--- src/rtl/mux_arb_pkg.sv ---
// Shared types and constants for the 4-way round-robin mux arbiter.
package mux_arb_pkg;

  localparam int unsigned N_REQ = 4;
  localparam int unsigned SEL_W = 2;

  typedef enum logic [1:0] {
    IDLE  = 2'b00,
    GRANT = 2'b01,
    GAP   = 2'b10
  } arb_state_t;

  function automatic logic [N_REQ-1:0] onehot(input logic [SEL_W-1:0] idx);
    return N_REQ'(1) << idx;
  endfunction

endpackage

--- src/rtl/rr_pick4.sv ---
// Combinational round-robin winner search over four requests, starting after ptr.
module rr_pick4
  import mux_arb_pkg::*;
(
  input  logic [N_REQ-1:0] req,
  input  logic [SEL_W-1:0] ptr,
  output logic             any,
  output logic [SEL_W-1:0] idx
);

  logic [SEL_W-1:0] cand;

  // 2-bit addition wraps 3 -> 0; k = 4 lands back on ptr itself (lowest priority).
  always_comb begin
    any  = 1'b0;
    idx  = '0;
    cand = '0;
    for (int unsigned k = 1; k <= N_REQ; k++) begin
      cand = ptr + SEL_W'(k);
      if (!any && req[cand]) begin
        any = 1'b1;
        idx = cand;
      end
    end
  end

endmodule

--- src/rtl/mux_rr_arbiter.sv ---
// Round-robin arbiter driving the Mux_4_1 select, with hold cap and a one-cycle gap between grants.
module mux_rr_arbiter
  import mux_arb_pkg::*;
#(
  parameter int unsigned MAX_HOLD = 8
) (
  input  logic             clk,
  input  logic             rst,
  input  logic             en,
  input  logic [N_REQ-1:0] req,
  output logic [N_REQ-1:0] gnt,
  output logic [SEL_W-1:0] sel,
  output logic             valid,
  output logic             preempt
);

  localparam int unsigned HW       = $clog2(MAX_HOLD + 1);
  localparam logic [HW-1:0] HOLD_MAX = HW'(MAX_HOLD);

  arb_state_t       state_q, state_d;
  logic [N_REQ-1:0] gnt_q, gnt_d;
  logic [SEL_W-1:0] sel_q, sel_d;
  logic [SEL_W-1:0] ptr_q, ptr_d;
  logic [HW-1:0]    hold_q, hold_d;
  logic             valid_q, valid_d;
  logic             preempt_q, preempt_d;

  logic             win_any;
  logic [SEL_W-1:0] win_idx;
  logic             others_waiting;

  rr_pick4 u_pick (
    .req (req),
    .ptr (ptr_q),
    .any (win_any),
    .idx (win_idx)
  );

  assign others_waiting = |(req & ~onehot(ptr_q));

  always_comb begin
    state_d   = state_q;
    gnt_d     = gnt_q;
    sel_d     = sel_q;
    ptr_d     = ptr_q;
    hold_d    = hold_q;
    valid_d   = valid_q;
    preempt_d = 1'b0;

    unique case (state_q)
      IDLE, GAP: begin
        gnt_d   = '0;
        valid_d = 1'b0;
        state_d = IDLE;
        if (en && win_any) begin
          state_d = GRANT;
          gnt_d   = onehot(win_idx);
          sel_d   = win_idx;
          valid_d = 1'b1;
          ptr_d   = win_idx;
          hold_d  = HW'(1);
        end
      end
      GRANT: begin
        // A release takes precedence over expiry, so a simultaneous drop never flags preempt.
        if (!req[ptr_q] || !en) begin
          state_d = GAP;
          gnt_d   = '0;
          valid_d = 1'b0;
        end else if (hold_q == HOLD_MAX && others_waiting) begin
          state_d   = GAP;
          gnt_d     = '0;
          valid_d   = 1'b0;
          preempt_d = 1'b1;
        end else if (hold_q != HOLD_MAX) begin
          hold_d = hold_q + HW'(1);
        end
      end
      default: begin
        state_d = IDLE;
        gnt_d   = '0;
        valid_d = 1'b0;
      end
    endcase
  end

  always_ff @(posedge clk or posedge rst) begin
    if (rst) begin
      state_q   <= IDLE;
      gnt_q     <= '0;
      sel_q     <= '0;
      ptr_q     <= SEL_W'(N_REQ - 1);
      hold_q    <= '0;
      valid_q   <= 1'b0;
      preempt_q <= 1'b0;
    end else begin
      state_q   <= state_d;
      gnt_q     <= gnt_d;
      sel_q     <= sel_d;
      ptr_q     <= ptr_d;
      hold_q    <= hold_d;
      valid_q   <= valid_d;
      preempt_q <= preempt_d;
    end
  end

  assign gnt     = gnt_q;
  assign sel     = sel_q;
  assign valid   = valid_q;
  assign preempt = preempt_q;

endmodule
--- config.mk ---
export PLATFORM = sky130hd
export DESIGN_NAME = mux_rr_arbiter
export DESIGN_NICKNAME = d
export VERILOG_FILES = /design/src/rtl/mux_arb_pkg.sv /design/src/rtl/rr_pick4.sv /design/src/rtl/mux_rr_arbiter.sv
export SDC_FILE = /design/constraint.sdc
export NUM_CORES = 1
export LEC_CHECK = 0
export CAP_MARGIN = 40
export CORE_MARGIN = 1
export CORE_UTILIZATION = 35
export CTS_CLUSTER_DIAMETER = 150
export DETAILED_ROUTE_END_ITERATION = 6
export HOLD_SLACK_MARGIN = 0.1
export PLACE_DENSITY = 0.59
export SETUP_SLACK_MARGIN = 0.02
export SYNTH_ARGS = -nofsm -noshare
export SYNTH_HDL_FRONTEND = slang
export SYNTH_SLANG_ARGS = --single-unit
export TNS_END_PERCENT = 30
--- constraint.sdc ---
create_clock -name clk -period 3.7 [get_ports clk]
set_input_delay 0.555 -clock clk [delete_from_list [all_inputs] [get_ports clk]]
set_output_delay 0.555 -clock clk [all_outputs]
set_load 0.05 [all_outputs]
Word-level counts from Yosys, hierarchy flattened
Cells that the tools add are included.
Operators by class
  add/subtract/negate cells: 4
  order comparisons: 4
  eq/ne operators: 9
  shift operators: 2
  mux-type cells: 36
  bitwise operators: 2
  reduce and logical (&&, ||, !) cells: 17
Operator list (number)
  4-bit two-way mux: 7
  4-bit one-hot mux with 2 select lines: 2
  1-bit two-way mux: 15
  2-bit by 3-bit < comparator with 1-bit output, second input constant: 4
  2-bit two-way mux: 6
  1-bit binary-select mux with 2-bit select: 4
  2-bit != test, second input constant: 4
  1-bit by 2-bit << shifter with 4-bit output, first input constant: 2
  1-bit logical AND: 5
  1-bit zero test: 5
  5-bit AND reduction: 1
  2-bit adder, second input constant: 2
  4-bit by 1-bit adder with 4-bit output, second input constant: 1
  4-bit bitwise AND: 1
  4-bit equality test, second input constant: 1
  4-bit != test, second input constant: 1
  4-bit inverter: 1
  2-bit one-hot mux with 2 select lines: 1
  4-bit OR reduction: 1
  3-bit != test, second input constant: 1
  2-bit by 1-bit adder with 2-bit output, second input constant: 1
  2-bit by 1-bit equality test with 1-bit output, second input constant: 1
  2-bit equality test, second input constant: 1
  2-bit zero test: 1
  5 further kinds: 5
Storage, ports and cells
  bits in registers: 16
  word-level logic and storage cells: 81

Logic depth before layout (Yosys ltp)
  depth after elaboration: 16
  depth in mapped cells: 9
  mapped depth without buffers: 7

Hierarchy
A second synthesis with hierarchy kept.
Second synthesis, totals
  cell total of the unflattened synthesis: 85
  area, all modules: 812.0 sq um
Modules (own cells, without submodules)
  mux_rr_arbiter: instances 1, cells an instance 71, area an instance 720.7 sq um, sequential area each 377.9 sq um
  rr_pick4: instances 1, cells an instance 14, area an instance 91.3 sq um, sequential area each 0.0 sq um

Worst setup path before layout
OpenSTA, ideal clock, no wires.
  path type: register to register
  start point: register ptr_q[1]
  end point: register gnt_q[0] (netlist: gnt[0])
  library setup time: 0.122 ns
  arrival: 2.749 ns
  required time: 3.578 ns
  path slack: 0.830 ns
  stages on the path, launching flop included: 10
  buffers on the path: 2
  path through: dfstp_2 -> clkbuf_1 -> inv_1 -> ha_1 -> buf_6 -> and2_1 -> o32a_1 -> or4_4 -> a21o_1 -> a32o_1
Between the ends
  longest elaborated chain between the ends: 16
  elaborated cells between the ends (all ways): 38
  those cells by class: add/sub (3); eq/ne (1); shift (2); mux (19); bitwise (2); reduce/logical (11)
RTL lines
  from (decl): RTL line mux_rr_arbiter.sv:23  | logic [SEL_W-1:0] ptr_q, ptr_d;
  from (signal assigned): RTL line mux_rr_arbiter.sv:92  | ptr_q <= SEL_W'(N_REQ - 1);
  from (signal assigned): RTL line mux_rr_arbiter.sv:100  | ptr_q <= ptr_d;
  2-bit by 1-bit adder with 2-bit output: RTL line rr_pick4.sv:19  | cand = ptr + SEL_W'(k);
  1-bit binary-select mux with 2-bit select: RTL line rr_pick4.sv:20  | if (!any && req[cand]) begin
  1-bit two-way mux (implied by the code): RTL line rr_pick4.sv:20
  1-bit two-way mux: RTL line rr_pick4.sv:20
  1-bit zero test: RTL line rr_pick4.sv:20
  1-bit logical AND: RTL line rr_pick4.sv:20
  1-bit two-way mux: RTL line rr_pick4.sv:20
  1-bit zero test: RTL line rr_pick4.sv:20
  1-bit logical AND: RTL line rr_pick4.sv:20
  1-bit two-way mux: RTL line rr_pick4.sv:20
  1-bit zero test: RTL line rr_pick4.sv:20
  1-bit logical AND: RTL line rr_pick4.sv:20
  2-bit two-way mux / 1-bit two-way mux (equally long branches): RTL line rr_pick4.sv:20
  1-bit by 2-bit << shifter with 4-bit output / 1-bit logical AND (equally long branches): RTL line mux_arb_pkg.sv:14, mux_rr_arbiter.sv:55
  4-bit two-way mux: RTL line mux_rr_arbiter.sv:55  | if (en && win_any) begin
  4-bit one-hot mux with 2 select lines: RTL line mux_rr_arbiter.sv:50  | unique case (state_q)
  to (signal assigned): RTL line mux_rr_arbiter.sv:98  | gnt_q <= gnt_d;
  to (decl): RTL line mux_rr_arbiter.sv:21  | logic [N_REQ-1:0] gnt_q, gnt_d;
Several ways; a longest one is shown, not always the timed one. The select of a mux whose other input is x is not followed.
A chain may end at the register's enable or synchronous reset.

Final worst setup path
  start point: register ptr_q[0]
  end point: register gnt_q[0] (netlist: gnt[0])
Same word-level chain as after synthesis.

==> results.json <==
{
  "swShare": 0.455,
  "htree_num_levels": 1,
  "synth.yosys.seq_area_share": 0.359,
  "ys_async_sr_fraction": 1.00,
  "vias": 857,
  "antenna_found_initial": 0,
  "setup_viol": 0,
  "synth_seq_cells": 16,
  "portBuffers": 14,
  "synth_nets": 125,
  "path_clk_slew_ps": 90,
  "wl_per_cell_um": 13.2,
  "cts_setup_buffers": 0,
  "initial_core_util": 0.368,
  "synth_top_family_by_area": "compound AO/OA/AOI/OAI gates",
  "p_per_area_mw_per_mm2": 821,
  "total_power_mw": 1.07,
  "slew_violations": 0,
  "setup_tns_ps": 0,
  "yosysWarnings": 0,
  "synthXorXnorAreaFrac": 0.0156,
  "die_h_um": 58.6,
  "vdd.ir_drop.worst_mv": 0.354,
  "die_w_um": 58.6,
  "grt_max_degree": 17,
  "first_global_vias": 811,
  "dr.pass1.iters": 4,
  "finalWeightedCongestion": 0.826,
  "synth_flop_cell": "dfrtp_1",
  "viasPerCell": 5.16,
  "synth_cell_types": 41,
  "clk_latency_ps": 280,
  "dr.first_iter.drc_count": 20,
  "mostFrequentLayoutCells": "dfrtp_1, clkdlybuf4s50_1, inv_1, nor2_1, ha_1",
  "startpoint_type": "flip-flop",
  "arrival_ps": 3130,
  "design.die.area_mm2": 0.00344,
  "drt-total-wl_um": 2200,
  "numCtsBuffers": 3,
  "cts-root-buf": "clkbuf_4",
  "crit_type": "reg -> reg",
  "core.rowCount": 20,
  "syn_inst": 112,
  "power.share.clock": 0.105,
  "stdcell_area_mm2": 0.00131,
  "crit_path_max_fanout": 16,
  "drive_above_1_share": 0.123,
  "outcome": "complete, no violations",
  "rsz0062_at_grt": "false",
  "hp-class": "reg -> reg",
  "ant_nets": 0,
  "max_freq_mhz": 338,
  "slew-limit-headroom": 0.608,
  "critPathRequiredTime_ps": 3870,
  "yosys-mux-area-fraction": 0.0936,
  "gr-usage-all-layers": 0.145,
  "grt_first_pass_wirelength_um": 3770,
  "p_comb_frac": 0.592,
  "crit_path_end_kind": "flip-flop",
  "coreArea_mm2": 0.00305,
  "io_pins": 15,
  "clockBufferDepth": 2,
  "syn_avg_cell_area_um2": 10.0,
  "antenna_cells": 0,
  "syn2layout_area_growth_pct": 16.3,
  "hold_buffers": 0,
  "pwr-share-seq": 0.303,
  "synthSimpleGateAreaFrac": 0.161,
  "synth_compound_area_frac": 0.224,
  "p_int_mw": 0.584,
  "drc_errors": 0,
  "drv_cap": 0,
  "p_sw_mw": 0.487,
  "finalCritPeriodShare": 0.798,
  "fillers": 307,
  "finClkSkew_ps": 6.10,
  "final_hold_viol_count": 0,
  "post_dp_cell_area_mm2": 0.00127,
  "synthAdderAreaFrac": 0.0669,
  "cts_tree": "done",
  "fin_nets": 136,
  "hpwl_um": 1580,
  "cts.sinks": 16,
  "cts_resized": 0,
  "synth_edf_count": 0,
  "p_leak_nw": 0.587,
  "syn_area_mm2": 0.00112,
  "post-route-min-period_ps": 2950,
  "grt_overflow": 0,
  "tightest_slew_ps": 588
}
## through the flow
step	setup slack (ps)	utilization	instances	hold slack [ps]
after detailed placement	765	0.416	162	435
after floorplan	830	-	112	404
after CTS	752	0.427	166	448
after global routing	583	0.427	166	453
after global placement	826	0.416	162	424
final	746	0.427	166	446
## state kept, by name, indices dropped and copies added (netlist names)
name     flops
gnt          4
hold_q       4
ptr_q        2
sel          2
state_q      2
preempt      1
valid        1
## Yosys cell counts (all sizes together) (3+ instances only)
library cell / number / area, um2
buf: 5 / 37.5
o22ai: 4 / 25.0
inv: 11 / 41.3
nor2b: 5 / 38.8
nand3: 3 / 15.0
nor2: 11 / 41.3
a21o: 5 / 37.5
ha: 6 / 75.1
clkbuf: 3 / 11.3
mux2i: 3 / 30.0
o21ai: 3 / 15.0
a211oi: 3 / 35.0
dfrtp: 14 / 350
## final timing paths
kind                                     endpoint  slack (ps)  depth (start not counted)                   start
min in group asynchronous  state_q[0]$_DFFE_PP0P_         620                          2                     rst
hold reg to reg            state_q[1]$_DFFE_PP0P_         450                          1  state_q[1]$_DFFE_PP0P_
setup / recovery               gnt[0]$_DFFE_PP0P_         750                          7    ptr_q[0]$_DFFE_PP1P_
setup reg to reg               gnt[0]$_DFFE_PP0P_         750                          7    ptr_q[0]$_DFFE_PP1P_
hold / removal             state_q[1]$_DFFE_PP0P_         450                          1  state_q[1]$_DFFE_PP0P_
max in group asynchronous      sel[0]$_DFFE_PP0P_        2690                          2                     rst
## layout make-up
type,instances,area (um2),share of cell area
inverter,11,41.3,0.0316
tap,44,55.1,0.0422
timing repair buffer,14,140,0.107
clock buffer,4,36.3,0.0278
multi-input combinational,77,629,0.482
sequential,16,403,0.309
## metal layers
layer | track usage | share of wire | wire length, um
met3 | 0.0440 | 0.028 | 62
met5 | 0 | 0 | 0
met1 | 0.198 | 0.51 | 1110
met2 | 0.230 | 0.46 | 1020
met4 | 0.0272 | 0 | 0
## power groups by stage
stage          combinational, mW  clock, mW  sequential (mW)
4_1_cts                    0.639      0.117            0.323
5_1_grt                    0.699      0.126            0.335
6_report                   0.634      0.112            0.324
3_3_place_gp               0.632          0            0.322
3_5_place_dp               0.637          0            0.326
2_1_floorplan              0.447          0            0.389
## kinds of logic (layout without fill, tap and decap cells)
family | Yosys count | after routing
flops | 16 | 16
buf+inv | 19 | 29
compound gates | 31 | 31
mux | 7 | 7
simple gates | 31 | 31
xor+xnor | 2 | 2
fa+ha+maj | 6 | 6
## critical path: stages, from the launching register on
cell,delay [ps]
dfstp_2,730
inv_1,160
ha_1,470
and2_1,220
o32a_1,270
or4_4,550
a21o_1,210
a32o_1,240
Note: power is estimated with default switching activity, not from simulation.
